$ cat src/rtl/cpu_trace_pkg.sv
// Shared types and defaults for the CPU run controller / trace buffer.
package cpu_trace_pkg;
  typedef enum logic [1:0] {
    S_IDLE = 2'd0,
    S_RUN  = 2'd1,
    S_STEP = 2'd2,
    S_DONE = 2'd3
  } state_t;

  localparam logic [5:0] HALT_OP_DEF = 6'b111111;

  function automatic int entryWidth(input int pcW, input int insnW);
    return pcW + insnW;
  endfunction
endpackage

$ cat src/rtl/cpu_run_tracer_trace_ring.sv
// trace_ring: circular DEPTH-entry buffer with a registered head word.
// A push into a full buffer without a pop overwrites the oldest entry.
module trace_ring
  import cpu_trace_pkg::*;
#(
  parameter int W     = 64,
  parameter int DEPTH = 16,
  localparam int AW   = $clog2(DEPTH)
) (
  input  logic          clk,
  input  logic          rst_n,
  input  logic          clr,
  input  logic          push,
  input  logic          pop,
  input  logic [W-1:0]  wrData,
  output logic [W-1:0]  head,
  output logic [AW:0]   level,
  output logic          full,
  output logic          empty
);
  localparam logic [AW:0] FULL_LVL = (AW+1)'(DEPTH);
  localparam logic [AW:0] ONE      = (AW+1)'(1);

  logic [W-1:0]  mem [DEPTH];
  logic [AW-1:0] wrPtr, rdPtr, rdPtrNxt;
  logic [AW:0]   levelNxt;
  logic [W-1:0]  headNxt;
  logic          doPop, dropOld;

  assign empty    = (level == '0);
  assign full     = (level == FULL_LVL);
  assign doPop    = pop & ~empty;
  assign dropOld  = push & full & ~doPop;
  assign rdPtrNxt = rdPtr + AW'(doPop | dropOld);

  always_comb begin
    levelNxt = level;
    if (push && !doPop && !full) levelNxt = level + ONE;
    else if (!push && doPop)     levelNxt = level - ONE;
    // Head must track the slot being written when it becomes the new head.
    headNxt = head;
    if (levelNxt != '0) begin
      if (push && rdPtrNxt == wrPtr) headNxt = wrData;
      else                           headNxt = mem[rdPtrNxt];
    end
  end

  always_ff @(posedge clk) begin
    if (push && !clr) mem[wrPtr] <= wrData;
  end

  always_ff @(posedge clk or negedge rst_n) begin
    if (!rst_n) begin
      wrPtr <= '0;
      rdPtr <= '0;
      level <= '0;
      head  <= '0;
    end else if (clr) begin
      wrPtr <= '0;
      rdPtr <= '0;
      level <= '0;
      head  <= '0;
    end else begin
      if (push) wrPtr <= wrPtr + AW'(1);
      rdPtr <= rdPtrNxt;
      level <= levelNxt;
      head  <= headNxt;
    end
  end
endmodule

$ cat src/rtl/cpu_run_tracer.sv
// Run controller + execution trace for the single-cycle CPU.
// Optional macro TRACE_STALL_ON_FULL_EN: stall the CPU instead of overwriting when the trace is full.
module cpu_run_tracer
  import cpu_trace_pkg::*;
#(
  parameter int         PC_W       = 32,
  parameter int         INSN_W     = 32,
  parameter int         DEPTH      = 16,
  parameter int         MAX_CYCLES = 15,
  parameter logic [5:0] HALT_OP    = HALT_OP_DEF
) (
  input  logic                     clk,
  input  logic                     rst_n,
  input  logic                     start,
  input  logic                     step,
  input  logic                     halt_req,
  input  logic                     clr,
  input  logic [PC_W-1:0]          pc_in,
  input  logic [INSN_W-1:0]        instr_in,
  output logic                     cpu_en,
  input  logic                     rd_ready,
  output logic                     rd_valid,
  output logic [PC_W-1:0]          rd_pc,
  output logic [INSN_W-1:0]        rd_instr,
  output logic [$clog2(DEPTH):0]   level,
  output logic [31:0]              cycles,
  output logic                     done,
  output logic                     overflow
);
  localparam int EW = entryWidth(PC_W, INSN_W);

  state_t        state, stateNxt;
  logic [EW-1:0] head;
  logic          full, empty, pop, stall, active, clrOk, budgetHit, haltCond;

  assign active = (state == S_RUN) || (state == S_STEP);
  assign pop    = rd_valid & rd_ready;
  assign clrOk  = clr & ((state == S_IDLE) || (state == S_DONE));

`ifdef TRACE_STALL_ON_FULL_EN
  assign stall = full & ~pop;
`else
  assign stall = 1'b0;
`endif

  assign cpu_en    = active & ~stall;
  assign budgetHit = (MAX_CYCLES != 0) && (({1'b0, cycles} + 33'd1) == 33'(MAX_CYCLES));
  // halt_req stops even a stalled run; opcode/budget only matter on an executed cycle.
  assign haltCond  = halt_req |
                     (cpu_en & ((instr_in[INSN_W-1 -: 6] == HALT_OP) | budgetHit));

  always_comb begin
    stateNxt = state;
    unique case (state)
      S_IDLE: if (start) stateNxt = S_RUN;
              else if (step) stateNxt = S_STEP;
      S_RUN:  if (haltCond) stateNxt = S_DONE;
      S_STEP: if (haltCond) stateNxt = S_DONE;
              else if (cpu_en) stateNxt = S_IDLE;
      S_DONE: if (clr) stateNxt = S_IDLE;
      default: stateNxt = S_IDLE;
    endcase
  end

  always_ff @(posedge clk or negedge rst_n) begin
    if (!rst_n) begin
      state    <= S_IDLE;
      cycles   <= '0;
      overflow <= 1'b0;
    end else begin
      state <= stateNxt;
      if (clrOk) begin
        cycles   <= '0;
        overflow <= 1'b0;
      end else begin
        if (cpu_en && cycles != '1) cycles <= cycles + 32'd1;
        // Same expression covers both builds: blocked cycle or overwritten entry.
        if (active && full && !pop) overflow <= 1'b1;
      end
    end
  end

  trace_ring #(.W(EW), .DEPTH(DEPTH)) uRing (
    .clk    (clk),
    .rst_n  (rst_n),
    .clr    (clrOk),
    .push   (cpu_en),
    .pop    (pop),
    .wrData ({pc_in, instr_in}),
    .head   (head),
    .level  (level),
    .full   (full),
    .empty  (empty)
  );

  assign rd_valid = ~empty;
  assign rd_pc    = head[EW-1 -: PC_W];
  assign rd_instr = head[INSN_W-1:0];
  assign done     = (state == S_DONE);
endmodule

$ cat config.mk
export PLATFORM = sky130hd
export DESIGN_NAME = cpu_run_tracer
export DESIGN_NICKNAME = d
export VERILOG_FILES = /design/src/rtl/cpu_trace_pkg.sv /design/src/rtl/cpu_run_tracer_trace_ring.sv /design/src/rtl/cpu_run_tracer.sv
export SDC_FILE = /design/constraint.sdc
export NUM_CORES = 1
export LEC_CHECK = 0
export ABC_AREA = 1
export BUFFER_PORTS_ARGS = -buffer_cell sky130_fd_sc_hd__buf_2
export CAP_MARGIN = 40
export CORE_MARGIN = 2
export CORE_UTILIZATION = 55
export CTS_CLUSTER_SIZE = 8
export DETAILED_ROUTE_END_ITERATION = 12
export PLACE_DENSITY = 0.72
export RECOVER_POWER = 25
export SKIP_LAST_GASP = 1
export SYNTH_ARGS = -nofsm -noshare
export SYNTH_HDL_FRONTEND = slang
export SYNTH_SLANG_ARGS = --single-unit
$ cat constraint.sdc
create_clock -name clk -period 6.3 [get_ports clk]
set_input_delay 0.63 -clock clk [delete_from_list [all_inputs] [get_ports clk]]
set_output_delay 0.63 -clock clk [all_outputs]
set_load 0.03 [all_outputs]
Word level (Yosys, flattened, before mapping)
Memory sizes are Yosys's and may differ from the RTL's.
Cells that the tools add are included.
- flip-flop bits (word level): 112
- memories: 1
- RAM bits: 1024
- bits of input ports: 71
- memory list (memory ; words ; width ; read ports ; clocked after Yosys merged registers in ; write ports ; line ; source):
    uRing.mem ; 16 ; 64 ; 1 ; 0 ; 1 ; cpu_run_tracer_trace_ring.sv:24 ; logic [W-1:0] mem [DEPTH];
- bitwise operators: 11
- add/sub/neg operators: 6
- eq/ne operators: 12
- multiplexer cells: 22
- reductions and logical operators: 23
- operator list (operator ; count):
    $mux W64 ; 3
    $mux W32 ; 2
    $add A32 B1 Y33 const B ; 1
    $eq A33 B4 Y1 const B ; 1
    $add A32 B1 Y32 const B ; 1
    $ne A32 B32 Y1 const B ; 1
    $mux W5 ; 3
    $mux W2 ; 6
    $mux W4 ; 3
    $logic_and A1 B1 Y1 ; 8
    $pmux W2 S4 ; 1
    $reduce_bool A2 Y1 ; 4
    $and A1 B1 Y1 ; 6
    $eq A6 B6 Y1 const B ; 1
    $ne A3 B3 Y1 const B ; 2
    $add A5 B1 Y5 const B ; 1
    $eq A5 B5 Y1 const B ; 1
    $logic_not A1 Y1 ; 5
    $logic_not A5 Y1 ; 1
    $reduce_bool A5 Y1 ; 1
    $sub A5 B1 Y5 const B ; 1
    $add A4 B1 Y4 const B ; 1
    $add A4 B4 Y4 ; 1
    $eq A2 B2 Y1 const B ; 2
    9 further kinds ; 17

Depth between registers and ports, before layout
- depth in word-level cells: 13
- gate-level depth with buffers: 19

Cells and area by module
Synthesis repeated with hierarchy kept, for this count alone.
- cells, all modules: 4236
- area total of the unflattened synthesis: 47574.4 um2
- modules (own cells, without submodules) (module ; area each (um2) ; instances ; seq. area each (um2) ; cells each):
    trace_ring ; 44929.3 ; 1 ; 32676.3 ; 3813
    cpu_run_tracer ; 2645.0 ; 1 ; 875.8 ; 423

Worst setup path before layout
OpenSTA, ideal clock, no wires.
- path kind: reg-to-reg
- start point: reg state[1]
- end point: mem uRing.mem[10][0] (enable)
- path buffers: 2
- stages on the path, launching flop included: 7
- clock period less this slack: 4.716 ns
- arrival: 4.230 ns
- required time: 5.814 ns
- slack: 1.584 ns
- path through: dfrtp_1 inv_1 ha_1 buf_6 clkbuf_1 nand2_1 nor2_1
- elaborated cells between the ends (all ways): 11
- classes of those cells: eq/ne: 3; mux: 2; bitwise: 1; reduce/logical: 5
- RTL lines (item ; line ; source):
    from (decl) ; cpu_run_tracer.sv:32 ; state_t state, stateNxt;
    from (signal assigned) ; cpu_run_tracer.sv:71 ; state <= stateNxt;
    $eq A2 B1 Y1 or $eq A2 B2 Y1 (tied branches) ; cpu_run_tracer.sv:36 ; assign active = (state == S_RUN) || (state == S_STEP);
    $logic_or A1 B1 Y1 * ; cpu_run_tracer.sv:36 ;
    named net cpu_en ; cpu_run_tracer.sv:20 ; output logic cpu_en,
    $logic_and A1 B1 Y1 * ; cpu_run_tracer_trace_ring.sv:49 ; if (push && !clr) mem[wrPtr] <= wrData;
    $mux W1 * ; cpu_run_tracer_trace_ring.sv:49 ;
    $mux W1 (implied by the code) * ; cpu_run_tracer_trace_ring.sv:49 ;
    to (decl) ; cpu_run_tracer_trace_ring.sv:24 ;
Mark *: on every way through the listed nets, which the timed path passes. The rest lies on a longest branch.

Worst setup path after layout
- start point: reg state[1]
- end point: reg uRing.head[48]
- longest elaborated chain between the ends: 11
- elaborated cells between the ends (all ways): 25
- classes of those cells: add/sub: 1; eq/ne: 4; mux: 5; bitwise: 4; reduce/logical: 10; memory: 1
- ends and longest elaborated chain (item ; line ; source):
    parallel branches: the longest is 11 deep, another holds $mem_v2 Z16 W64 ; -- ;
    to (signal assigned) ; cpu_run_tracer_trace_ring.sv:67 ; head <= headNxt;
    to (decl) ; cpu_run_tracer_trace_ring.sv:16 ; output logic [W-1:0] head,
Parallel ways; which one is timed is not known. The select of a mux whose other input is x is not followed.
A chain may end at the register's enable or synchronous reset.

==> metrics <==
post-synth cell types 39; WP data required 6.99 ns; die footprint 0.0869 mm2; largest net degree at the start of global routing 191; fillers 6081; number of I/O pins 176; Yosys reg bits 1136; TritonCTS Buffers 159; initial antenna violation count 7; DR vias/cell 6.20; crit path launch type flop; PD cells 577 mW/mm2; delay-heaviest family, CP buffers and inverters; Relative slew margins 38.5%; CP Class reg2reg; Post-Route WL 127000 um; Die Y 295 um; number of synthesized flops with an enable pin 1024; Main synth FF type edfxtp_1; Setup Buffers After CTS 0; commonest non-fill, non-tap cell in the layout edfxtp_1; Post-CTS Hold Buffers 1; CTS root buf clkbuf_16; most frequent cells in the layout 1024 x edfxtp_1, 995 x nand2_1, 577 x a21oi_1; maximum fanout along the worst path 57; clk_lat worst skew 0.77 ns; WP buf/inv 4; Iteration-0 DRC Markers 3927; met3 Use GR 7.37%; M1 GR Usage 40.3%; post-synthesis net count 3874; worst-margin pin slew 0.923 ns; routed via count 32.2k; Tmin final 4.57 ns; CTS resizes 0; endpoints failing setup 0; met2 usage 45.3%; setup TNS 0 ns; Avg Cell Area, Syn 12.3 um2; Clock Skew 0.0357 ns; Final Cell Area 0.0534 mm2; Yosys Warn Count 0; status completed; Pre-antenna DRT Iters 6; CP max stage cell buf_4; CTS H-tree depth 4; most used routing layer met2; Synth area leaders edfxtp_1 66%, nand2_1 8.0%, a21oi_1 6.2%, dfrtp_1 6.0%, a221o_1 2.8%; RSZ-0062 raised after global routing no; ys async rst share 9.86%; Arr. time, crit path 5.25 ns; Synth Instances 3787; initial core utilization 55.6%; R2R Setup Slk 1.73 ns; Slew Viols, Final 0; row count 106; vias in the first global route 31.1k; crit end category flop; HPWL after DPL 62700 um; peak supply drop 622 uV; DR DRC count 0; Total GRT Usage 29.2%; Yosys top cell by area edfxtp_1; Critical Path, Cell by Cell inv_1 -> ha_1 -> inv_1 -> o21ai_0 -> ha_4 -> ha_4 -> buf_4 -> buf_4 -> a21oi_1 -> a221o_1 -> o311ai_0 -> a21oi_1 -> nor2_1 -> nand2_1 -> nand2_1; drt wl/cell 24.4 um; Reg clk slew, reported paths 0.05 ns; leak pwr 19.2 nW; share of the synthesized area in the top cell type 66.1%; Final nets 4015; gpl congestion 0.884; clock buffer depth 3; Post-Syn Area 0.0465 mm2; slowest stage delay, CP 0.78 ns; synthesis-to-finish area growth 14.9%; placed cell areas 0.0487 mm2; fraction of layout cells with a size suffix above 1 10.0%; worst hold path class in2reg; f_max 219 MHz; first-pass GRT wire length 190000 um; Core ar. 0.0837 mm2; maxcap violations 0; I/O Buffers 175; CTS tree done; Antenna Nets Post-Route 0; # clock sinks 1136; count of final hold-check violations 0; post-synthesis sequential area ratio 72.2%; crit share post-route 72.5%; chip width 295 um; grt total ovfl 0
worst register-to-register path, stage by stage, from the launching register on:
cell,delay (ns)
dfrtp_1,0.42
inv_1,0.12
ha_1,0.30
inv_1,0.18
o21ai_0,0.19
ha_4,0.21
ha_4,0.66
buf_4,0.69
buf_4,0.79
a21oi_1,0.12
a221o_1,0.34
o311ai_0,0.11
a21oi_1,0.13
nor2_1,0.10
nand2_1,0.06
nand2_1,0.08
per-stage QoR:
| stage | utilization (%) | setup slack [ns] | hold WS [ns] | total power, mW | std cells |
|---|---|---|---|---|---|
| finish | 63.8 | 1.73 | 0.214 | 30.8 | 5191 |
| global route | 63.8 | 1.46 | 0.225 | 32.4 | 5190 |
| CTS | 63.9 | 1.79 | 0.173 | 30.7 | 5186 |
| detailed placement | 58.2 | 1.81 | 0.501 | 22.7 | 4900 |
| global placement | 57.8 | 1.72 | 0.492 | 22.1 | 4886 |
| floorplan | - | 1.58 | 0.334 | 18.8 | 3787 |
layout make-up:
type / count / area, um2 / share of cell area [%]
Inverter: 66 / 274 / 0.513
Antenna cell: 5 / 12.5 / 0.0234
Multi-Input combinational cell: 2324 / 11700 / 21.9
Sequential cell: 1136 / 33600 / 62.8
Timing Repair Buffer: 241 / 1730 / 3.25
Tap cell: 1134 / 1420 / 2.66
Clock buffer: 271 / 4420 / 8.27
Clock inverter: 14 / 339 / 0.635
registers in the layout (all words and copies together) (netlist names):
| signal | count |
|---|---|
| state | 2 |
| uRing.mem | 1024 |
| uRing.head | 64 |
| uRing.level | 5 |
| cycles | 32 |
| uRing.rdPtr | 4 |
| uRing.wrPtr | 4 |
| overflow | 1 |
synthesized netlist by cell type, drive strengths merged (13+ instances only):
cell type / instances
edfxtp: 1024
nand2: 997
a21oi: 578
clkbuf: 205
nand3: 186
nor2: 154
a221o: 128
dfrtp: 112
o21ai: 100
inv: 66
a22oi: 64
o311ai: 64
buf: 56
ha: 16
xor2: 13
report_power, final:
| group | switching [mW] | internal, mW |
|---|---|---|
| logic | 8.99 | 4.00 |
| clock network | 3.23 | 4.79 |
| registers | 0.506 | 9.30 |
cells by family after synthesis:
family | after synthesis | synth area share (%)
buffers and inverters | 327 | 3.13
AOI/OAI and AO/OA | 947 | 12.5
DFF | 1136 | 72.2
adders and majority gates | 16 | 0.430
xor gates and xnor gates | 16 | 0.301
and+or+nand+nor | 1345 | 11.5
layer usage:
metal,part of all wire [%],wire (um),vias to the layer above
met4,2.9,3690,6
met3,11,14000,277
met5,0.025,32,-
met1,39,49800,15700
met2,47,59300,1955
li1,-,-,14200
path summary, 6_finish.rpt:
kind | start | to | cells after the start
worst max register to register | state[1] | uRing.head[48] | 15
min in group asynchronous | rst_n | uRing.head[19] | 2
worst max-delay path | state[1] | uRing.head[48] | 15
worst min register to register | uRing.head[20] | uRing.head[20] | 2
max in group asynchronous | rst_n | uRing.head[36] | 3
worst min-delay path | rd_ready | overflow | 2
(Power assumes the default switching activity.)
